[src/rtl/riscv_pkg.sv]
// Shared RV32I core constants and the fetch FSM state encoding.
package riscv_pkg;

  localparam logic [31:0] NOP_INSTR        = 32'h0000_0013;
  localparam logic [31:0] RESET_PC_DEFAULT = 32'h0000_0000;

  typedef enum logic [1:0] {
    S_IDLE = 2'd0,
    S_REQ  = 2'd1,
    S_WAIT = 2'd2,
    S_HOLD = 2'd3
  } fetch_state_e;

endpackage

[src/rtl/fetch_skid_buf.sv]
// One-entry {instr, pc} hold buffer; zero-latency output, load/unload/clear
// take effect on the next edge, clear wins over load, load wins over unload.
module fetch_skid_buf #(
  parameter int XLEN = 32
) (
  input  logic            clk,
  input  logic            rst_n,
  input  logic            load,
  input  logic            unload,
  input  logic            clear,
  input  logic [XLEN-1:0] load_instr,
  input  logic [XLEN-1:0] load_pc,
  output logic            buf_valid,
  output logic [XLEN-1:0] buf_instr,
  output logic [XLEN-1:0] buf_pc
);

  always_ff @(posedge clk or negedge rst_n) begin
    if (!rst_n) begin
      buf_valid <= 1'b0;
      buf_instr <= '0;
      buf_pc    <= '0;
    end else if (clear) begin
      buf_valid <= 1'b0;
    end else if (load) begin
      buf_valid <= 1'b1;
      buf_instr <= load_instr;
      buf_pc    <= load_pc;
    end else if (unload) begin
      buf_valid <= 1'b0;
    end
  end

endmodule

[src/rtl/fetch_unit.sv]
// RV32I instruction fetch: single outstanding imem request, IF/ID output register.
// Latency ready@N -> if_valid@N+2; stall holds outputs and parks a late response in the skid buffer.
module fetch_unit
  import riscv_pkg::*;
#(
  parameter int              XLEN     = 32,
  parameter logic [XLEN-1:0] RESET_PC = XLEN'(RESET_PC_DEFAULT)
) (
  input  logic            clk,
  input  logic            rst_n,
  output logic            imem_req,
  output logic [XLEN-1:0] imem_addr,
  input  logic            imem_ready,
  input  logic            imem_rvalid,
  input  logic [XLEN-1:0] imem_rdata,
  input  logic            stall,
  input  logic            redirect_valid,
  input  logic [XLEN-1:0] redirect_pc,
  output logic            if_valid,
  output logic [XLEN-1:0] if_instr,
  output logic [XLEN-1:0] if_pc,
  output logic [XLEN-1:0] if_pcplus4
);

  fetch_state_e    state_q, state_d;
  logic [XLEN-1:0] pc_q, pc_d;
  logic [XLEN-1:0] req_pc_q, req_pc_d;
  logic            drop_q, drop_d;

  logic            load_ok;
  logic            out_load_mem, out_load_buf;
  logic            buf_load, buf_unload, buf_clear;
  logic            buf_valid;
  logic [XLEN-1:0] buf_instr, buf_pc;

  assign load_ok   = !stall || !if_valid;
  assign imem_req  = (state_q == S_REQ);
  assign imem_addr = pc_q;

  always_comb begin
    state_d      = state_q;
    pc_d         = pc_q;
    req_pc_d     = req_pc_q;
    drop_d       = drop_q;
    out_load_mem = 1'b0;
    out_load_buf = 1'b0;
    buf_load     = 1'b0;
    buf_unload   = 1'b0;
    buf_clear    = 1'b0;

    case (state_q)
      S_IDLE: state_d = S_REQ;
      S_REQ: begin
        if (imem_ready) begin
          req_pc_d = pc_q;
          pc_d     = pc_q + XLEN'(4);
          state_d  = S_WAIT;
        end
      end
      S_WAIT: begin
        if (imem_rvalid) begin
          if (drop_q) begin
            drop_d  = 1'b0;
            state_d = S_REQ;
          end else if (load_ok) begin
            out_load_mem = 1'b1;
            state_d      = S_REQ;
          end else begin
            buf_load = 1'b1;
            state_d  = S_HOLD;
          end
        end
      end
      S_HOLD: begin
        if (!stall) begin
          out_load_buf = buf_valid;
          buf_unload   = 1'b1;
          state_d      = S_REQ;
        end
      end
      default: state_d = S_IDLE;
    endcase

    // Redirect beats stall and any response; an accepted-but-unanswered request must be dropped.
    if (redirect_valid) begin
      pc_d         = {redirect_pc[XLEN-1:2], 2'b00};
      out_load_mem = 1'b0;
      out_load_buf = 1'b0;
      buf_load     = 1'b0;
      buf_clear    = 1'b1;
      case (state_q)
        S_IDLE, S_HOLD: state_d = S_REQ;
        S_REQ:          drop_d  = imem_ready;
        S_WAIT: begin
          if (imem_rvalid) begin
            drop_d  = 1'b0;
            state_d = S_REQ;
          end else begin
            drop_d  = 1'b1;
          end
        end
        default: state_d = S_IDLE;
      endcase
    end
  end

  always_ff @(posedge clk or negedge rst_n) begin
    if (!rst_n) begin
      state_q  <= S_IDLE;
      pc_q     <= RESET_PC;
      req_pc_q <= '0;
      drop_q   <= 1'b0;
    end else begin
      state_q  <= state_d;
      pc_q     <= pc_d;
      req_pc_q <= req_pc_d;
      drop_q   <= drop_d;
    end
  end

  always_ff @(posedge clk or negedge rst_n) begin
    if (!rst_n) begin
      if_valid   <= 1'b0;
      if_instr   <= XLEN'(NOP_INSTR);
      if_pc      <= '0;
      if_pcplus4 <= '0;
    end else if (out_load_mem) begin
      if_valid   <= 1'b1;
      if_instr   <= imem_rdata;
      if_pc      <= req_pc_q;
      if_pcplus4 <= req_pc_q + XLEN'(4);
    end else if (out_load_buf) begin
      if_valid   <= 1'b1;
      if_instr   <= buf_instr;
      if_pc      <= buf_pc;
      if_pcplus4 <= buf_pc + XLEN'(4);
    end else if (redirect_valid || !stall) begin
      if_valid   <= 1'b0;
    end
  end

  fetch_skid_buf #(.XLEN(XLEN)) u_skid (
    .clk        (clk),
    .rst_n      (rst_n),
    .load       (buf_load),
    .unload     (buf_unload),
    .clear      (buf_clear),
    .load_instr (imem_rdata),
    .load_pc    (req_pc_q),
    .buf_valid  (buf_valid),
    .buf_instr  (buf_instr),
    .buf_pc     (buf_pc)
  );

endmodule

[config.mk]
export PLATFORM = sky130hd
export DESIGN_NAME = fetch_unit
export DESIGN_NICKNAME = d
export VERILOG_FILES = /design/src/rtl/riscv_pkg.sv /design/src/rtl/fetch_skid_buf.sv /design/src/rtl/fetch_unit.sv
export SDC_FILE = /design/constraint.sdc
export NUM_CORES = 1
export LEC_CHECK = 0
export CAP_MARGIN = 20
export CORE_UTILIZATION = 45
export CTS_CLUSTER_DIAMETER = 200
export DETAILED_ROUTE_END_ITERATION = 6
export DONT_BUFFER_PORTS = 1
export PLACE_DENSITY_LB_ADDON = 0.08
export RECOVER_POWER = 100
export SYNTH_ARGS = -nofsm -noshare
export SYNTH_HDL_FRONTEND = slang
export SYNTH_HIERARCHICAL = 1
export SYNTH_SLANG_ARGS = --single-unit
[constraint.sdc]
create_clock -name clk -period 6.3 [get_ports clk]
set_input_delay 0.63 -clock clk [delete_from_list [all_inputs] [get_ports clk]]
set_output_delay 0.63 -clock clk [all_outputs]
set_load 0.03 [all_outputs]
Word-level counts from Yosys, hierarchy flattened:

Index checks and enable logic that the tools add are counted.

* $add $sub $neg: 3
* equal/unequal tests: 3
* muxes and demuxes: 45
* bitwise operators: 1
* reductions and logical operators: 14

Operators with widths (number)
* $mux 32: 9
* $add 32x3->32 const B: 3
* $mux 1: 26
* $mux 2: 7
* $pmux 2 s4: 1
* $reduce_and 2->1: 3
* $reduce_bool 2->1: 3
* $reduce_bool 3->1: 2
* $eq 2x2->1 const B: 2
* $pmux 2 s2: 1
* $eq 2x1->1 const B: 1
* $logic_not 1->1: 2
* $logic_not 2->1: 1
* $logic_or 1x1->1: 2
* $pmux 1 s2: 1
* $reduce_or 2->1: 1
* $not 1->1: 1

* bits in registers: 229
* bits of input ports: 70
* output and inout port bits: 130
* word-level logic and storage cells: 77

Logic depth before layout (Yosys ltp):

Gate-level depths: netlist (run 1).

* depth after elaboration: 9
* gate-level depth with buffers: 17
* depth with buffers taken out: 13

Hierarchy:

Netlist (run 1), hierarchy kept.

By module, submodules not included
* fetch_unit: times used 1, cells an instance 998, area each 8534.4 µm², sequential area each 3957.5 µm²
* fetch_skid_buf: times used 1, cells an instance 140, area each 2741.4 µm², sequential area each 1626.6 µm²

Least setup slack after synthesis (run 1):

No wires, ideal clock.

* kind: register -> register
* start point: register state_q[0]
* end point: register if_pcplus4[30]
* setup time: 0.141 ns
* data arrival time: 2.931 ns
* required time: 6.159 ns
* setup slack: 3.228 ns
* cell stages (with the launch flop): 17
* path buffers: 4
* clock period less this slack: 3.072 ns
* path through: dfrtp_1 > inv_1 > ha_1 > and3b_1 > buf_4 > nand2_2 > buf_2 > clkbuf_1 > nand2_1 > nand2_1 > ha_1 > clkbuf_1 > and2_1 > a32oi_1 > a211oi_2 > xnor2_1 > o221ai_1

* cells in the longest elaborated chain, start to end: 4
* elaborated cells on any way between the ends: 8
* those cells by class: 2 x eq/ne; 5 x mux; 1 x reduce/logical

Ends and longest elaborated chain
* from (decl): line fetch_unit.sv:25 `fetch_state_e state_q, state_d;`
* from (signal assigned): line fetch_unit.sv:114 `state_q <= state_d;`
* $eq 2x2->1: line fetch_unit.sv:51 `case (state_q)`
* $mux 1: line fetch_unit.sv:51
* $mux 1: line fetch_unit.sv:85 `if (redirect_valid) begin`
* $mux 32 or $reduce_bool 2->1 (tied branches)
* to (signal assigned): line fetch_unit.sv:131 `if_pcplus4 <= req_pc_q + XLEN'(4);`
* to (signal assigned): line fetch_unit.sv:136 `if_pcplus4 <= buf_pc + XLEN'(4);`
* to (decl): line fetch_unit.sv:22 `output logic [XLEN-1:0] if_pcplus4`

Several ways; a longest one is shown, not always the timed one.
A chain may end at the register's enable or synchronous reset.

Worst setup path after layout (run 1):

* start point: register state_q[0]
* end point: register if_pcplus4[26]

Same word-level chain as after synthesis.

==> run metrics, run 1 <==
Cells after Synth 1,138; final setup TNS 0 ns; number of global-route vias before repair approximately 8,100; CP max stage cell clkbuf_1; Clock Pin Slew Worst Setup and Hold Paths 0.06 ns; global-route wire length before repair 46.34 mm; per-cell routed wire length roughly 19 microns; Starting Density 0.4609; Layout area overhead 5.659%; vias per inst 5.575; CP cell instances inv_1, ha_1, and3b_1, clkbuf_1, nand2_4, nand2_1, nand2_1, ha_1, and2_0, a32oi_1, a21oi_1, mux2i_1, o211ai_1; placed instance count 1,403; antenna-violating nets left 0; proportion of layout cells with a drive suffix above 1 0.06117; area of the core roughly 24,000 sq um; pins over their slew limit roughly 210; clk sinks 223; Post-synth ARST share 1.000; Ys Warns 6; Netlist cell types 65; Final #Nets 1,185; Req. time, crit path ~6.7 ns; fin crit share 0.7168; initial antenna violation count 0; sequential share of the synthesized area 0.4952; Worst-Skew Late Latency 0.53 ns; Worst Path Max Fanout 67; Fin Clk Skew ~0.009 ns; critical path startpoint category register; Total Wirelength roughly 28 mm; dpl hpwl 18.34 mm; P_leak roughly 0.0054 uW; # IOs 200; DRC viols 0; register area 5584 sq um; Period minus WS final 4.516 ns; final setup fails 0; Post-Syn Area 11,280 sq um; Fin. Hold Viols 0; Synth Area per Inst 9.908 sq um; die width between 150 and 200 microns; CTS tree done; Worst Max-Slew Pin Slew 2.538 ns; worst rel slew slack -0.6918; most frequent cells in the layout 292 x nand2_1, 220 x dfrtp_1, 84 x nor2_1; area occupied by multi-input gates 4955 sq um; initial DRC count 654; via count 8,095; CTS Buf Count 26; port bufs 0; Max Root-Sink Buffers 3; GPL Wtd Cong between 0.8 and 0.9; FILL cells approximately 2,400; largest net degree at the start of global routing between 200 and 250; Rows 57; power per cell area 399.5 nW/um^2; delay-heaviest family, CP simple AND/OR/NAND/NOR gates; Seq cells post-synth 223; gr usage total 0.2258; diode count 0; CP Data Arrival Time between 4 and 5 ns; worst min path class in -> async; Bufs and invs on worst path 2; violated checks capacitance limit, slew limit; most common cell after layout, fill and taps aside nand2_1; clock tree root buffer cell clkbuf_16; main flop type after synthesis dfrtp_1; First-pass DRT Iterations 6; number of synthesized flops with an enable pin 0; Congestion Overflow GR 0; element type at the critical path end register; Die Ht 160.3 microns; Max Cap Viol 5; Die Area 25,690 sq um; RSZ-0062 raised after global routing false; status finished with violations; CP Class reg -> reg; CP max stage delay 0.81 ns; fin cells 1,452; Peak VDD IR about 0.00017 V; fmax around 0.22 GHz; H-tree depth 1
per-layer routing:
layer / global-route usage / part of all wire
met5: 0 / 0
met4: 0.05411 / 0.018
met3: 0.05785 / 0.078
met2: 0.3419 / 0.44
met1: 0.3234 / 0.47
final timing paths:
| path | startpoint | depth (start not counted) | end | slack, ns |
|---|---|---|---|---|
| hold / removal | rst_n | 1 | if_pc[11] | 0.12 |
| hold reg to reg | u_skid/buf_instr[13] | 1 | u_skid/buf_instr[13] | 0.48 |
| min in group clk | redirect_valid | 1 | u_skid/buf_valid | 0.17 |
| max in group asynchronous | rst_n | 1 | if_instr[7] | 5.18 |
| setup / recovery | state_q[0] | 13 | if_pcplus4[26] | 1.78 |
| setup reg to reg | state_q[0] | 13 | if_pcplus4[26] | 1.78 |
flip-flops by register name, summed over array words and instances, names as in the netlist:
register          flops
u_skid/buf_pc        32
if_pcplus4           30
state_q               2
drop_q                1
if_pc                32
u_skid/buf_instr     32
req_pc_q             30
imem_addr            30
u_skid/buf_valid      1
if_valid              1
if_instr             32
final cells by class:
| type | instances | share of cell area |
|---|---|---|
| inverters | 7 | 0.002205 |
| repair buffers | 11 | 0.006511 |
| multi-input cells | 839 | 0.4159 |
| clock buffers | 39 | 0.06385 |
| flip-flops and latches | 223 | 0.4687 |
| clock inverters | 9 | 0.008822 |
| well taps | 324 | 0.03403 |
timing repair:
action                     CTS  global route
buffers inserted             0             0
hold endpoints to repair   223             0
hold buffers                 1             0
setup endpoints to repair    0             0
gates resized for setup      0             0
power breakdown:
part           total [uW]  switching, uW  internal [uW]
Combinational         610            348            262
Sequential           2630            881           1750
Clock                1520            601            915
kinds of logic after synthesis:
family | share of synthesized area
buffers and inverters | 0.04161
muxes | 0.1012
and+or+nand+nor | 0.2048
adders and majority gates | 0.007767
DFF | 0.4952
other | 0.0003326
AOI/OAI and AO/OA | 0.1001
xor gates and xnor gates | 0.04893
Yosys cell counts (all sizes together) (6+ instances only):
master,n,share of area
nand3,31,0.014
buf,33,0.026
mux2,65,0.085
dfrtp,220,0.49
o21ai,51,0.023
and2,8,0.0044
inv,7,0.0023
xnor2,25,0.019
a211oi,6,0.0062
nor3,10,0.0044
nand2,293,0.098
xor2,38,0.030
ha,7,0.0078
o211ai,10,0.0075
a21oi,20,0.0095
nand4,34,0.019
a31oi,61,0.034
and3,19,0.011
mux2i,18,0.016
clkbuf,39,0.013
nor2,85,0.029
nor4,9,0.011
through the flow:
stage	worst slack, ns	instance area [sq um]	power [uW]	hold WS, ns	utilization
2_1_floorplan	3.228	11290	2998	0.3344	-
3_3_place_gp	2.672	11330	3239	0.3410	0.4633
3_5_place_dp	2.652	11330	3262	0.3395	0.4633
4_1_cts	2.630	12230	4822	0.1460	0.4998
5_1_grt	1.470	11910	5018	0.1575	0.4870
6_report	1.784	11910	4759	0.1214	0.4870
worst reg2reg max path, cell delays in order, from the launching register on:
cell	delay, ns
dfrtp_1	0.41
inv_1	0.12
ha_1	0.27
and3b_1	0.18
clkbuf_1	0.81
nand2_4	0.73
nand2_1	0.31
nand2_1	0.08
ha_1	0.30
and2_0	0.21
a32oi_1	0.40
a21oi_1	0.25
mux2i_1	0.21
o211ai_1	0.10
No activity file was read; power rests on OpenSTA's default activity.
==> run 2, diff against run 1 <==
==> constraint.sdc (replaced) <==
create_clock -name clk -period 4.7 [get_ports clk]
set_input_delay 0.47 -clock clk [delete_from_list [all_inputs] [get_ports clk]]
set_output_delay 0.47 -clock clk [all_outputs]
set_load 0.03 [all_outputs]
==> run metrics, run 2 (synthesized netlist as in run 1, its figures left out) <==
Starting Density 0.4609 (unchanged); Peak VDD IR 0.0002734 V (+59%); final core area utilization 0.4895 (+0.002455); die width 160.3 microns (unchanged); violated checks hold timing; initial antenna violation count 0 (unchanged); final setup TNS 0 ns (unchanged); CP max stage delay 0.85 ns (+0.04 ns); status finished with violations; worst rel slew slack 0.02623 (+0.7180); clock tree root buffer cell clkbuf_16; dpl hpwl 18.35 mm (about the same); H-tree depth 1 (unchanged); antenna-violating nets left 0 (unchanged); element type at the critical path end register; Setup Fix Bufs, Post-CTS 0 (unchanged); diode count 0 (unchanged); CTS tree done; Layout area overhead 6.192%; via count 8,158 (+0.78%); CP Data Arrival Time 4.37 ns (-0.53 ns); Max Cap Viol 0 (-5); Worst-Skew Late Latency 0.54 ns (about the same); largest net degree at the start of global routing 224 (unchanged); global-route wire length before repair 46.28 mm (-0.13%); Congestion Overflow GR 0 (unchanged); critical path startpoint category register; most frequent cells in the layout 292 x nand2_1, 220 x dfrtp_1, 84 x nor2_1; Resized cells post-CTS 0 (unchanged); delay-heaviest family, CP compound AO/OA/AOI/OAI gates; CTS Buf Count 26 (unchanged); Fin Clk Skew 0.01025 ns (+0.001371 ns); Die Ht 160.3 microns (unchanged); P_leak 0.005388 uW (+0.63%); worst min path class in -> async; Final #Nets 1,188 (+0.25%); fin crit share 0.8431 (+0.1263); CP max stage cell nor2_4; port bufs 0 (unchanged); First-pass DRT Iterations 5 (-1); # IOs 200 (unchanged); Worst Path Max Fanout 31 (-54%); Clock Power Share 0.323 (+0.004); CP Class reg -> reg; Worst Max-Slew Pin Slew 1.461 ns (-1.077 ns); final setup fails 0 (unchanged); most common cell after layout, fill and taps aside nand2_1; Die Area 25,690 sq um (unchanged); Period minus WS final 3.962 ns (-0.5534 ns); power per cell area 531.8 nW/um^2 (+33%); Bufs and invs on worst path 1 (-1); pins over their slew limit 0 (-100%); CP cell instances inv_1, ha_1, nand3b_1, nor2_4, a41oi_2, a211oi_1, mux2i_1, o211ai_1; clk sinks 223 (unchanged); area of the core 24,460 sq um (unchanged); fmax 0.2524 GHz (+14%); DRC viols 0 (unchanged); initial DRC count 573 (-12%); r2r setup slk 0.74 ns (-1.05 ns); Fin. Hold Viols 223 (+223); sw frac 0.3795 (-0.004975); sequential share of power 0.555 (+0.002); Req. time, crit path 5.11 ns (-1.57 ns); RSZ-0062 raised after global routing false; proportion of layout cells with a drive suffix above 1 0.06832 (+0.007153); per-cell routed wire length 19.75 microns (+1.4%); Int Pwr 3951 uW (+35%); GPL Wtd Cong 0.7865 (-2.9%); number of global-route vias before repair 8,032 (-0.69%); P_sw 2417 uW (+32%); Clock Pin Slew Worst Setup and Hold Paths 0.06 ns (about the same); hold buffers post-CTS 1 (unchanged); worst hold slack -0.3716 ns (-0.4930 ns); Rows 57 (unchanged); gr usage total 0.2257 (about the same); Total Wirelength 28.65 mm (+1.4%); Max Root-Sink Buffers 3 (unchanged); vias per inst 5.622 (+0.85%); combinational fraction of design power 0.122 (-0.006)
-- run 2: cell count changes in the layout (fill, tap and decap cells not counted), sizes merged --
cell and change:
dlygate4sd3 +1, clkinv +2, bufinv +1, buf +2, clkbuf -4, clkinvlp -3
-- run 2: worst paths after layout --
kind | start | end | depth (start not counted)
max | state_q[0] | if_pcplus4[31] | 8
min | rst_n | if_instr[27] | 0
min in group clk | redirect_valid | imem_addr[25] | 1
max in group asynchronous | rst_n | if_instr[1] | 0
min reg2reg | u_skid/buf_instr[13] | u_skid/buf_instr[13] | 1
max reg2reg | state_q[0] | if_pcplus4[31] | 8
-- run 2: power groups by stage --
stage / clock network (uW) / logic, uW / registers, uW
after detailed placement: 0 / 795 / 3580
after CTS: 2110 / 800 / 3550
final: 2060 / 777 / 3540
after global placement: 0 / 779 / 3570
after global routing: 2190 / 908 / 3600
after floorplan: 0 / 701 / 3320
-- run 2: metrics by stage --
step           setup WS [ns]  power, uW  std cells  hold WS [ns]  instance area [sq um]
2_1_floorplan          1.628       4019       1141        0.1744                  11290
3_3_place_gp           1.173       4351       1406        0.1810                  11380
3_5_place_dp           1.163       4375       1406        0.1820                  11380
4_1_cts                1.145       6452       1451       -0.3910                  12260
5_1_grt               0.4228       6705       1451       -0.3941                  11970
6_report              0.7375       6368       1451       -0.3716                  11970
-- run 2: final cells by class --
cell class                 instances  area (sq um)
fill                            2341         12490
sequential                       223          5584
multi-input combinational        839          4982
clock buffer                      35         734.5
tap                              324         405.4
clock inverter                     9         133.9
timing repair buffer              14         107.6
inverter                           7         26.28
-- run 2: metal layers --
metal | global-route usage | part of all wire
met1 | 0.3290 | 0.47
met2 | 0.3294 | 0.43
met3 | 0.05475 | 0.072
met4 | 0.07229 | 0.029
met5 | 0 | 0
-- run 2: worst register-to-register path, cell delays in order, from the launching register on --
cell,delay [ns]
dfrtp_1,0.41
inv_1,0.12
ha_1,0.26
nand3b_1,0.39
nor2_4,0.86
a41oi_2,0.75
a211oi_1,0.71
mux2i_1,0.25
o211ai_1,0.10
==> run 3, diff against run 2 <==
==> constraint.sdc (replaced) <==
create_clock -name clk -period 3.4 [get_ports clk]
set_input_delay 0.34 -clock clk [delete_from_list [all_inputs] [get_ports clk]]
set_output_delay 0.34 -clock clk [all_outputs]
set_load 0.03 [all_outputs]
==> run metrics, run 3 (synthesized netlist as in run 1, its figures left out) <==
status finished with violations; violated checks hold timing, capacitance limit, slew limit; Clock Pin Slew Worst Setup and Hold Paths 0.06 ns (about the same); via count 8,439 (+3.4%); end of the worst register-to-register path if_pcplus4[31]; die width 160.3 microns (unchanged); worst rel slew slack -0.09473 (-0.1210); Finished Cell Area 12,630 sq um (+5.5%); FF-to-FF path depth 9 (+1); proportion of layout cells with a drive suffix above 1 0.06756 (-0.0007667); Layout area overhead 12.05%; Congestion Overflow GR 0 (unchanged); GPL Wtd Cong 0.8094 (+2.9%); CTS Buf Count 26 (unchanged); gr usage total 0.2310 (+0.005220); area post-placement 11,400 sq um (+0.15%); element type at the critical path end register; dpl hpwl 18.64 mm (+1.6%); CP Class reg -> reg; worst min path class in -> async; CP endpoint if_pcplus4[31]; Period minus WS final 3.126 ns (-0.8369 ns); largest net degree at the start of global routing 224 (unchanged); First-pass DRT Iterations 5 (unchanged); Total Wirelength 29.26 mm (+2.1%); Worst Max-Slew Pin Slew 1.642 ns (+0.1814 ns); Worst-Skew Late Latency 0.53 ns (about the same); RSZ-0062 raised after global routing false; initial DRC count 627 (+9.4%); number of global-route vias before repair 8,292 (+3.2%); most common cell after layout, fill and taps aside nand2_1; # IOs 200 (unchanged); Setup crit start state_q[0]; Rows 57 (unchanged); FILL cells 2,310 (-1.3%); Setup Fix Bufs, Post-CTS 0 (unchanged); r2r setup slk 0.27 ns (-0.46 ns); clock tree root buffer cell clkbuf_16; critical path startpoint category register; area of the core 24,460 sq um (unchanged); Starting Density 0.4609 (unchanged); fin cells 1,523 (+5.0%); Fin. Hold Viols 223 (unchanged); pins over their slew limit 74 (+74); global-route wire length before repair 47.49 mm (+2.6%); most frequent cells in the layout 292 x nand2_1, 220 x dfrtp_1, 85 x nor2_1; Die Area 25,690 sq um (unchanged); fin crit share 0.9193 (+0.07622); clk sinks 223 (unchanged); H-tree depth 1 (unchanged); P_leak 0.005664 uW (+5.1%); Resized cells post-CTS 0 (unchanged); final setup fails 0 (unchanged); worst hold slack -0.4877 ns (-0.1161 ns); hold buffers post-CTS 65 (+64); per-cell routed wire length 19.21 microns (-2.7%); DRC viols 0 (unchanged); fmax 0.3199 GHz (+27%); Worst Path Max Fanout 29 (-6.5%); reg-to-reg startpoint state_q[0]; Max Root-Sink Buffers 3 (unchanged); antenna-violating nets left 0 (unchanged); power per cell area 708.7 nW/um^2 (+33%); Peak VDD IR 0.0004340 V (+59%); Req. time, crit path 3.80 ns (-1.31 ns); port bufs 0 (unchanged); vias per inst 5.541 (-1.4%); placed instance count 1,410 (+0.28%); CP Data Arrival Time 3.52 ns (-0.85 ns); final setup TNS 0 ns (unchanged); CTS tree done; Final #Nets 1,256 (+5.7%); diode count 0 (unchanged); initial antenna violation count 0 (unchanged); Die Ht 160.3 microns (unchanged); Fin Clk Skew 0.01429 ns (+0.004033 ns); Max Cap Viol 1 (+1)
## run 3: cell count changes in the layout (fill, tap and decap cells not counted), sizes merged
| cell | delta |
|---|---|
| clkinv | +2 |
| clkbuf | +2 |
| dlygate4sd3 | +63 |
| buf | +5 |
## run 3: final cells by class
class                           instances  area (sq um)  share of cell area
Multi-Input combinational cell        839          4955              0.3922
Tap cell                              324         405.4             0.03209
Sequential cell                       223          5584              0.4420
Timing Repair Buffer                   82         768.2             0.06080
Clock inverter                         11         132.6             0.01050
Inverter                                7         26.28            0.002080
Clock buffer                           37         763.2             0.06041
## run 3: per-stage QoR
step	setup slack, ns	total power [uW]	util
2_1_floorplan	0.3282	5556	-
4_1_cts	0.3157	9082	0.5295
3_5_place_dp	0.3298	6073	0.4659
6_report	0.2744	8954	0.5165
5_1_grt	0.07665	9418	0.5165
3_3_place_gp	0.3968	6033	0.4659
## run 3: power breakdown
group / switching (uW) / internal, uW
Combinational: 626 / 536
Clock: 1120 / 1780
Sequential: 1640 / 3250
## run 3: routing by layer
metal / GRT usage / up-vias / part of all wire
li1: - / 4042 / -
met1: 0.3334 / 4076 / 0.47
met2: 0.3381 / 258 / 0.43
met3: 0.05294 / 63 / 0.066
met4: 0.08442 / 0 / 0.037
met5: 0 / - / 0
## run 3: critical path, cell delays in order (launching register included)
cell and delay [ns]:
dfrtp_1 0.41, inv_1 0.11, ha_1 0.28, nand3b_2 0.11, nor2_1 0.23, buf_4 0.44
a41oi_4 0.42, a211oi_1 0.61, mux2i_1 0.27, o211ai_1 0.10
## run 3: worst min path at each step
stage                     cells after the start                to  slack [ns]  startpoint
after floorplan                               0            drop_q        0.04       rst_n
after global placement                        0      if_instr[27]        0.05       rst_n
after detailed placement                      0      if_instr[27]        0.05       rst_n
after CTS                                     0  u_skid/buf_pc[7]       -0.51       rst_n
after global routing                          0      if_instr[27]       -0.52       rst_n
final                                         0      if_instr[27]       -0.49       rst_n
